`src/rtl/strand_issue_arbiter_if.sv`:
```
// strand_issue_arbiter_if
//   Bundles the per-strand status/control inputs and the registered issue
//   outputs of the strand issue arbiter.
//   master : drives enables, ready, suspend/resume pulses and stall;
//            observes the issue outputs and suspend bits.
//   slave  : the arbiter itself.
interface strand_issue_arbiter_if;
    logic [3:0] strand_enable;
    logic [3:0] strand_ready;
    logic [3:0] suspend_strand;
    logic [3:0] resume_strand;
    logic       issue_stall;
    logic       issue_valid;
    logic [1:0] issue_strand;
    logic [3:0] issue_grant_oh;
    logic [3:0] suspended;

    modport master (
        output strand_enable, strand_ready, suspend_strand, resume_strand, issue_stall,
        input  issue_valid, issue_strand, issue_grant_oh, suspended
    );

    modport slave (
        input  strand_enable, strand_ready, suspend_strand, resume_strand, issue_stall,
        output issue_valid, issue_strand, issue_grant_oh, suspended
    );
endinterface

```
`src/rtl/strand_issue_arbiter.sv`:
```
// strand_issue_arbiter
//   Picks one of four hardware strands to issue each cycle using a fair
//   round-robin over eligible strands (enabled, ready, not suspended), and
//   keeps the per-strand suspend state used for cache-miss/rollback waits.
// Ports
//   clk    : core clock
//   reset  : asynchronous, active-high reset
//   bus    : strand_issue_arbiter_if.slave
//            in  strand_enable[3:0], strand_ready[3:0], suspend_strand[3:0],
//                resume_strand[3:0], issue_stall
//            out issue_valid, issue_strand[1:0], issue_grant_oh[3:0],
//                suspended[3:0] (all registered)
module strand_issue_arbiter #(
    parameter int NUM_STRANDS = 4
) (
    input  logic                   clk,
    input  logic                   reset,
    strand_issue_arbiter_if.slave  bus
);

    logic [3:0] suspended_q;
    logic       issue_valid_q;
    logic [1:0] issue_strand_q;
    logic [3:0] issue_grant_oh_q;
    logic [1:0] rr_pointer;

    logic [3:0] eligible;
    logic       found;
    logic [1:0] winner;
    logic [1:0] idx;

    // Selection sees registered suspend bits only; this cycle's
    // suspend/resume pulses take effect on the next selection.
    assign eligible = bus.strand_enable & bus.strand_ready & ~suspended_q;

    // Scan from the far end back toward rr_pointer so the nearest eligible
    // strand (first in ascending, wrapping order) is the last assignment.
    always_comb begin
        found  = 1'b0;
        winner = rr_pointer;
        idx    = rr_pointer;
        for (int k = 3; k >= 0; k--) begin
            idx = rr_pointer + 2'(k);
            if (eligible[idx]) begin
                found  = 1'b1;
                winner = idx;
            end
        end
    end

    always_ff @(posedge clk or posedge reset) begin
        if (reset) begin
            suspended_q      <= 4'b0000;
            issue_valid_q    <= 1'b0;
            issue_strand_q   <= 2'd0;
            issue_grant_oh_q <= 4'b0000;
            rr_pointer       <= 2'd0;
        end else begin
            // Suspend wins over a simultaneous resume.
            suspended_q <= (suspended_q & ~bus.resume_strand) | bus.suspend_strand;

            // Under stall the held grant stays valid regardless of what
            // happens to its strand: its instruction is already dequeued.
            if (!bus.issue_stall) begin
                if (found) begin
                    issue_valid_q    <= 1'b1;
                    issue_strand_q   <= winner;
                    issue_grant_oh_q <= 4'b0001 << winner;
                    rr_pointer       <= winner + 2'd1;
                end else begin
                    issue_valid_q    <= 1'b0;
                    issue_grant_oh_q <= 4'b0000;
                end
            end
        end
    end

    assign bus.issue_valid    = issue_valid_q;
    assign bus.issue_strand   = issue_strand_q;
    assign bus.issue_grant_oh = issue_grant_oh_q;
    assign bus.suspended      = suspended_q;

endmodule

```
`src/flat_wrapper.sv`:
```
// flat-port wrapper written by rule: the top's interface ports become plain ports
module strand_issue_arbiter_flat 
#(
    parameter int NUM_STRANDS = 4
)
  (clk, reset, bus_strand_enable, bus_strand_ready, bus_suspend_strand, bus_resume_strand, bus_issue_stall, bus_issue_valid, bus_issue_strand, bus_issue_grant_oh, bus_suspended);
  strand_issue_arbiter_if bus_i ();
  input  logic clk;
  input  logic reset;
  input wire logic [$bits(bus_i.strand_enable)-1:0] bus_strand_enable;
  input wire logic [$bits(bus_i.strand_ready)-1:0] bus_strand_ready;
  input wire logic [$bits(bus_i.suspend_strand)-1:0] bus_suspend_strand;
  input wire logic [$bits(bus_i.resume_strand)-1:0] bus_resume_strand;
  input wire logic [$bits(bus_i.issue_stall)-1:0] bus_issue_stall;
  output wire logic [$bits(bus_i.issue_valid)-1:0] bus_issue_valid;
  output wire logic [$bits(bus_i.issue_strand)-1:0] bus_issue_strand;
  output wire logic [$bits(bus_i.issue_grant_oh)-1:0] bus_issue_grant_oh;
  output wire logic [$bits(bus_i.suspended)-1:0] bus_suspended;
  assign bus_i.strand_enable = bus_strand_enable;
  assign bus_i.strand_ready = bus_strand_ready;
  assign bus_i.suspend_strand = bus_suspend_strand;
  assign bus_i.resume_strand = bus_resume_strand;
  assign bus_i.issue_stall = bus_issue_stall;
  assign bus_issue_valid = bus_i.issue_valid;
  assign bus_issue_strand = bus_i.issue_strand;
  assign bus_issue_grant_oh = bus_i.issue_grant_oh;
  assign bus_suspended = bus_i.suspended;
  strand_issue_arbiter #(.NUM_STRANDS(NUM_STRANDS)) u_core (.clk(clk), .reset(reset), .bus(bus_i));
endmodule
```
`config.mk`:
```
export PLATFORM = sky130hd
export DESIGN_NAME = strand_issue_arbiter_flat
export DESIGN_NICKNAME = d
export VERILOG_FILES = /design/src/rtl/strand_issue_arbiter_if.sv /design/src/rtl/strand_issue_arbiter.sv /design/src/flat_wrapper.sv
export SDC_FILE = /design/constraint.sdc
export NUM_CORES = 1
export LEC_CHECK = 0
export ABC_CLOCK_PERIOD_IN_PS = 4600
export CORE_UTILIZATION = 42
export DETAILED_ROUTE_END_ITERATION = 16
export PLACE_DENSITY = 0.92
export REMOVE_ABC_BUFFERS = 1
export SLEW_MARGIN = 20
export SYNTH_ARGS = -nofsm -noshare
export SYNTH_HDL_FRONTEND = slang
export SYNTH_SLANG_ARGS = --single-unit
```
`constraint.sdc`:
```
create_clock -name clk -period 4.6 [get_ports clk]
set_input_delay 1.38 -clock clk [delete_from_list [all_inputs] [get_ports clk]]
set_output_delay 1.38 -clock clk [all_outputs]
set_load 0.05 [all_outputs]
```
== After elaboration in Yosys (flattened, before gate mapping) ==
Index checks and enable logic that the tools add are counted.
Widths: inputs -> output; s select.
Storage, ports and cells
  flip-flop bits (word level): 13
  input port bits: 19
  word-level logic and storage cells: 40
Operators by class
  add/subtract/negate cells: 4
  $lt $le $gt $ge: 4
  shifts and indexed selects: 1
  multiplexer cells: 18
  bitwise gates (word level): 7
  reductions and logical operators: 1
Operators by type and width (count)
  $and 4x4->4: 3
  $lt 2x3->1 const B: 4
  $mux 1: 9
  $bmux 1 s2: 4
  $mux 2: 4
  $not 4->4: 2
  $add 2x1->2 const B: 2
  $add 2x2->2 const B: 2
  $mux 4: 1
  $or 4x4->4: 1
  $shl 1x2->4 const A: 1
  $reduce_and 2->1: 1
  $not 1->1: 1

== Longest topological paths before layout ==
  depth after elaboration: 10
  gate-level depth with buffers: 5

== Least setup slack after synthesis ==
Ideal clock, no wire load.
  path kind: input to register
  from: input bus_strand_ready[3]
  to: register u_core.rr_pointer[0]
  arrival: 2.482 ns
  data required time: 4.481 ns
  path slack: 1.999 ns
  stages: 5
  cells stage by stage: and3b_1 -> o22ai_1 -> a222oi_1 -> nand2_1 -> o21a_1
On the way
  longest elaborated chain between the ends: 9
  elaborated cells on any way between the ends: 20
  classes of those cells: add/sub: 1; mux: 16; bitwise: 2; reduce/logical: 1
RTL lines
  start, declared: RTL line flat_wrapper.sv:11  | input wire logic [$bits(bus_i.strand_ready)-1:0] bus_strand_ready;
  $and 4x4->4 * (2 in series): RTL line strand_issue_arbiter.sv:34  | assign eligible = bus.strand_enable & bus.strand_ready & ~suspended_q;
  $bmux 1 s2: RTL line strand_issue_arbiter.sv:44  | if (eligible[idx]) begin
  $mux 1 (not written as such): RTL line strand_issue_arbiter.sv:44
  $mux 2 or $mux 1 (tied branches) (4 in series): RTL line strand_issue_arbiter.sv:44
  $add 2x1->2 or $reduce_and 2->1 (tied branches)
  end signal, assigned: RTL line strand_issue_arbiter.sv:69  | rr_pointer <= winner + 2'd1;
  end, declared: RTL line strand_issue_arbiter.sv:25  | logic [1:0] rr_pointer;
Every way passes the cells marked *; elsewhere a longest branch is shown, timed or not. The select of a mux whose other input is x is not followed.
A chain may end at the register's enable or synchronous reset.

== Worst setup path after layout ==
  from: input bus_strand_ready[3]
  to: register u_core.issue_grant_oh_q[1] (netlist: u_core.bus.issue_grant_oh[1])
On the way
  longest elaborated chain between the ends: 10
  elaborated cells on any way between the ends: 20
  classes of those cells: shift: 1; mux: 17; bitwise: 2
RTL lines
  $and 4x4->4 * (2 in series): RTL line strand_issue_arbiter.sv:34
  $bmux 1 s2: RTL line strand_issue_arbiter.sv:44
  $mux 1 (not written as such): RTL line strand_issue_arbiter.sv:44
  $mux 2 (4 in series): RTL line strand_issue_arbiter.sv:44
  $shl 1x2->4: RTL line strand_issue_arbiter.sv:68  | issue_grant_oh_q <= 4'b0001 << winner;
  $mux 4 *: RTL line strand_issue_arbiter.sv:65  | if (found) begin
  end signal, assigned: RTL line strand_issue_arbiter.sv:68
  end, declared: RTL line strand_issue_arbiter.sv:24  | logic [3:0] issue_grant_oh_q;
Marked as above.

==> impl_metrics.toml <==
[critical_path]
cp_max_fo = 5
path_buf_inv = 1
rr_worst_depth = 5
slowest_delay_ps = 730
arrival_ps = 3380
path_cells = "clkdlybuf4s50_1 > and3b_1 > o22ai_1 > a222oi_1 > nand2_1 > o21ai_0"
crit_family = "compound AO/OA/AOI/OAI gates"
crit_type = "in2reg"
cp.depth = 6
cp_slowest_cell = "a222oi_1"
critPathLaunchType = "input pin"
cp-end-kind = "register"
cp.required_ps = 4790

[finish]
seqCellArea_sq_um = 325
finalNonFillerCells = 108
antennaDiodeCount = 0
final.fill_count = 98
postLayoutCellArea_sq_um = 971
final_cell_mix = "clkdlybuf4s50_1, dfrtp_1, inv_1"
drive_above_1_share_pct = 8.60
layout_commonest_cell = "clkdlybuf4s50_1"
syn2layout_area_growth_pct = 52.8
final_nets = 113
multiInputGateArea_sq_um = 280

[clocking]
root_buffer = "clkbuf_4"
cts_tree = "built"
ctsHoldBuffers = 0
clock-sinks = 13
clkTransAtPathRegs_ps = 80
cts_resized = 0
post_cts_buffers = 0
clockBufferDepth = 2
clk_latency_ps = 280
numCtsBuffers = 3
htreeDepth = 1

[synth]
syn_avg_cell_area_sq_um = 10.6
yosysWarnings = 0
ys_ff_latch = 13
syn_area_sq_um = 636
seq_area_frac_synth_pct = 51.2
synthCells = 60
yosysUniqueCellTypes = 25

[run]
maxCapViolations = 0

[route]
drc = 0
routed_wl_mm = 1.52
wl_per_cell_um = 14.1
route.vias.total = 595
ant_nets = 0
drt_pass1_iterations = 4
drtIter0Drc = 13
vias_per_cell = 5.51

[floorplan]
start_util_pct = 47.1
num_rows = 13
ioPinCount = 30
dieArea_sq_um = 1670
die_h_um = 40.9
core_area_sq_um = 1350
die_w_um = 40.9

[placed_design]
dp_hpwl_mm = 1.16
place_area_sq_um = 945
pre_cts_ws_ps = 1200
io_buffers = 29
gp_congestion = 0.767
placed_cells = 104

[global_route]
grt_pass1_wl_mm = 2.19
grt_pass1_vias = 518
grt-ovfl-total = 0
antenna_found_initial = 0
grt_usage_pct = 20.8
grt_max_degree = 14

[pwr]
ir_worst_vdd_uv = 243
leakage_nw = 0.453
powerDensity_nw_per_um2 = 418

[sta]
finalSetupViolations = 0
fin_skew_ps = 3.05
slew_headroom_pct = 48.1
tightestPinTransition_ps = 778
rsz0062_at_grt = "no"
hold_ws_ps = 493
slew_violations = 0
tns_ps = 0
clock.fmax_mhz = 314
hold_viol = 0
min_period_ps = 3180
worst_slack_ps = 1420
fin_crit_sh_pct = 69.2

[worst_hold_path]
hold_path.class = "reg2reg"
holdPathStages = 1

[outcome]
status = "completed"
-- final timing paths --
| kind | endpoint | slack, ps | start |
|---|---|---|---|
| max | u_core.bus.issue_grant_oh[1] | 1420 | bus_strand_ready[3] |
| min | u_core.bus.issue_valid | 490 | u_core.bus.issue_valid |
| max reg2reg | u_core.bus.issue_grant_oh[1] | 2520 | u_core.bus.suspended[3] |
| min reg2reg | u_core.bus.issue_valid | 490 | u_core.bus.issue_valid |
| max in group asynchronous | u_core.bus.issue_grant_oh[0] | 2860 | reset |
| min in group asynchronous | u_core.bus.issue_strand[0] | 1410 | reset |
-- synth_stat cells --
| cell | n | area, sq um |
|---|---|---|
| a32o_1 | 1 | 10.0 |
| a31oi_2 | 1 | 12.5 |
| nor3_1 | 1 | 5.00 |
| nand2b_1 | 1 | 6.26 |
| a222oi_1 | 1 | 10.0 |
| and4b_1 | 1 | 10.0 |
| nor4bb_1 | 1 | 10.0 |
| nor2_1 | 3 | 11.3 |
| inv_1 | 8 | 30.0 |
| and3b_2 | 1 | 10.0 |
| dfrtp_1 | 13 | 325 |
| nand3b_4 | 1 | 20.0 |
| o41a_1 | 1 | 11.3 |
| a21o_1 | 5 | 37.5 |
| nand3b_2 | 1 | 11.3 |
| o22ai_1 | 3 | 18.8 |
| nand3b_1 | 1 | 7.51 |
| o21bai_1 | 1 | 7.51 |
| nand2_1 | 5 | 18.8 |
| and3b_1 | 1 | 8.76 |
| o21a_1 | 1 | 7.51 |
| a21oi_1 | 1 | 5.00 |
| o21ai_0 | 5 | 25.0 |
| xnor2_1 | 1 | 8.76 |
| and3_2 | 1 | 7.51 |
-- flip-flops by register name, indices dropped and copies added (netlist names) --
name	flops
u_core.bus.issue_valid	1
u_core.bus.suspended	4
u_core.rr_pointer	2
u_core.bus.issue_strand	2
u_core.bus.issue_grant_oh	4
-- cells by family after synthesis --
group / count (synthesis) / synth area share, %
AOI/OAI and AO/OA: 20 / 22.8
xor gates and xnor gates: 1 / 1.38
buffers and inverters: 8 / 4.72
and+or+nand+nor: 18 / 19.9
DFF: 13 / 51.2
-- final cells by class --
class                   instances  share of cell area, %
multi-input cells              39                   28.9
repair buffers                 29                   29.9
clock buffers                   4                   2.71
well taps                      15                   1.93
inverters                       8                   3.09
flip-flops and latches         13                   33.5
-- stage by stage --
step	total power, W	util, %
3_3_place_gp	0.000328	70.0
6_report	0.000406	71.9
3_5_place_dp	0.000334	70.0
2_1_floorplan	0.000269	-
5_1_grt	0.000425	71.9
4_1_cts	0.000406	71.9
-- per-layer routing --
layer / wire [um] / GRT usage (%)
met1: 639 / 25.1
met2: 747 / 34.4
met3: 107 / 4.89
met4: 30 / 10.0
met5: 0 / 0
-- where the power goes --
group / internal [W] / switching (W) / leakage [nW]
sequential: 0.000138 / 0.0000220 / 0.157
combinational: 0.0000718 / 0.000101 / 0.281
clock: 0.0000337 / 0.0000391 / 0.0150
total: 0.000243 / 0.000162 / 0.453
No activity file was read; power rests on OpenSTA's default activity.
==> RTL change: new RTL, same settings <==
Reset style: synchronous (`reset`), changed in one clocked block. Comments in the files are not updated.
--- a/src/rtl/strand_issue_arbiter.sv
+++ b/src/rtl/strand_issue_arbiter.sv
@@ -48,7 +48,7 @@
         end
     end
 
-    always_ff @(posedge clk or posedge reset) begin
+    always_ff @(posedge clk) begin
         if (reset) begin
             suspended_q      <= 4'b0000;
             issue_valid_q    <= 1'b0;
Check against the original RTL: differs if reset is asserted again (counterexample within 4 cycles, from zero or initial values and one cycle with reset high); with reset held inactive, the same outputs for 10 cycles.
==> RTL change against the original RTL <==
Cell area grew 3.6%; synthesized cell count grew 22%; worst setup slack gained 310 ps; cell count grew 12%; core utilization shrank 5.1 points; sequential cell count is the same; first-iteration DRC count shrank 23%; wire length grew 2.5%; power shrank 28%; register-to-register slack gained 350 ps; synthesized area grew 7.1%.
==> RTL change: results (changes against the original RTL) <==
timing:
  skew_ps: 8.59  # +5.54 ps
  final_max_slew_viol_count: 0  # unchanged
  worst_pin_slew_ps: 504  # -275 ps
  holdWs_ps: 461  # -32.0 ps
setup_path:
  slowest_delay_ps: 530  # -200 ps
  endpoint: "u_core.bus.issue_grant_oh[1]"
  cpMaxStageDelayCell: "sky130_fd_sc_hd__or4_1"
  critical_path_at_ps: 3070  # -310 ps
  slack_of_the_worst_reg_to_reg_path_ps: 2870  # +350 ps
  launch_instance_of_the_worst_register_to_register_path: "u_core.bus.suspended[1]"
  critical_path.reg2reg.endpoint: "u_core.bus.issue_grant_oh[1]"
  crit_family: "simple AND/OR/NAND/NOR gates"
  path_max_fanout: 7  # +2
logic_synthesis:
  async_reset_ff_frac: 0  # -1.00
  synth.top_cells.by_count: "sky130_fd_sc_hd__dfxtp_1 (13), sky130_fd_sc_hd__a21oi_1 (12), sky130_fd_sc_hd__nand2_1 (9)"
  post_synth_fa_ha_maj_area_fraction: 0  # unchanged
  yosys-top-cells-area: "sky130_fd_sc_hd__dfxtp_1 (38%), sky130_fd_sc_hd__a21oi_1 (8.8%), sky130_fd_sc_hd__nand2_1 (5.0%)"
  synth_ff_type: "sky130_fd_sc_hd__dfxtp_1"
  fraction_of_the_mapped_netlist_area_in_compound_gates: 0.329  # +0.101
  synth_seq_area_share: 0.382  # -0.129
  synth_xor_area_frac: 0  # -0.0138
global_route:
  number_of_global_route_vias_before_repair: 654  # +26%
worst_hold_path:
  hold_path_depth: 2  # +1
  worst_hold_startpoint: "u_core.bus.issue_strand[1]"
  timing.hold.worst_endpoint: "u_core.bus.issue_strand[1]"
route:
  dr_total_vias: 689  # +16%
  drt-initial-drc-count: 10  # -3
  routed_wl_mm: 1.56  # +2.5%
power:
  peakVddDrop_uv: 167  # -31%
  power.internal_mw: 0.197  # -19%
place:
  gp_congestion: 0.796  # +3.8%
  detailed_place_hpwl_mm: 1.22  # +5.5%
final_layout:
  number_of_nets_in_the_layout: 125  # +11%
  num-fill-cells: 113  # +15%
status:
  run_status: "complete, no violations"
RTL change: worst reg2reg max path, cell delays in order, from the launching register on:
cell                        delay, ps
sky130_fd_sc_hd__dfxtp_1          330
sky130_fd_sc_hd__nand3b_2         290
sky130_fd_sc_hd__a2bb2oi_1        250
sky130_fd_sc_hd__o2bb2ai_1        140
sky130_fd_sc_hd__or4_1            520
sky130_fd_sc_hd__a21oi_1          140
RTL change: power groups by stage:
stage / sequential, mW / combinational, mW / clock [mW]
finish: 0.128 / 0.0953 / 0.0695
global route: 0.130 / 0.102 / 0.0759
CTS: 0.128 / 0.0958 / 0.0703
detailed placement: 0.130 / 0.0953 / 0
global placement: 0.130 / 0.0935 / 0
floorplan: 0.149 / 0.0389 / 0
RTL change: layout make-up:
cell class              instances  share of cell area
clock buffers                   4              0.0261
inverters                       4              0.0149
multi-input cells              55               0.392
flip-flops and latches         13               0.259
well taps                      16              0.0199
repair buffers                 29               0.289
RTL change: per-layer routing:
layer | share of wire | vias to the layer above | global-route usage
li1 | - | 344 | -
met1 | 0.42 | 319 | 0.224
met2 | 0.52 | 22 | 0.342
met3 | 0.042 | 4 | 0.0302
met4 | 0.012 | 0 | 0.0688
met5 | 0 | - | 0
RTL change: per-stage QoR:
| step | cell area, um^2 | cells | power (mW) | utilization | setup WS [ps] |
|---|---|---|---|---|---|
| 2_1_floorplan | 669 | 72 | 0.188 | - | 1980 |
| 3_3_place_gp | 980 | 117 | 0.223 | 0.650 | 1500 |
| 3_5_place_dp | 980 | 117 | 0.226 | 0.650 | 1470 |
| 4_1_cts | 1010 | 121 | 0.294 | 0.668 | 1730 |
| 5_1_grt | 1010 | 121 | 0.307 | 0.668 | 1630 |
| 6_report | 1010 | 121 | 0.293 | 0.668 | 1730 |
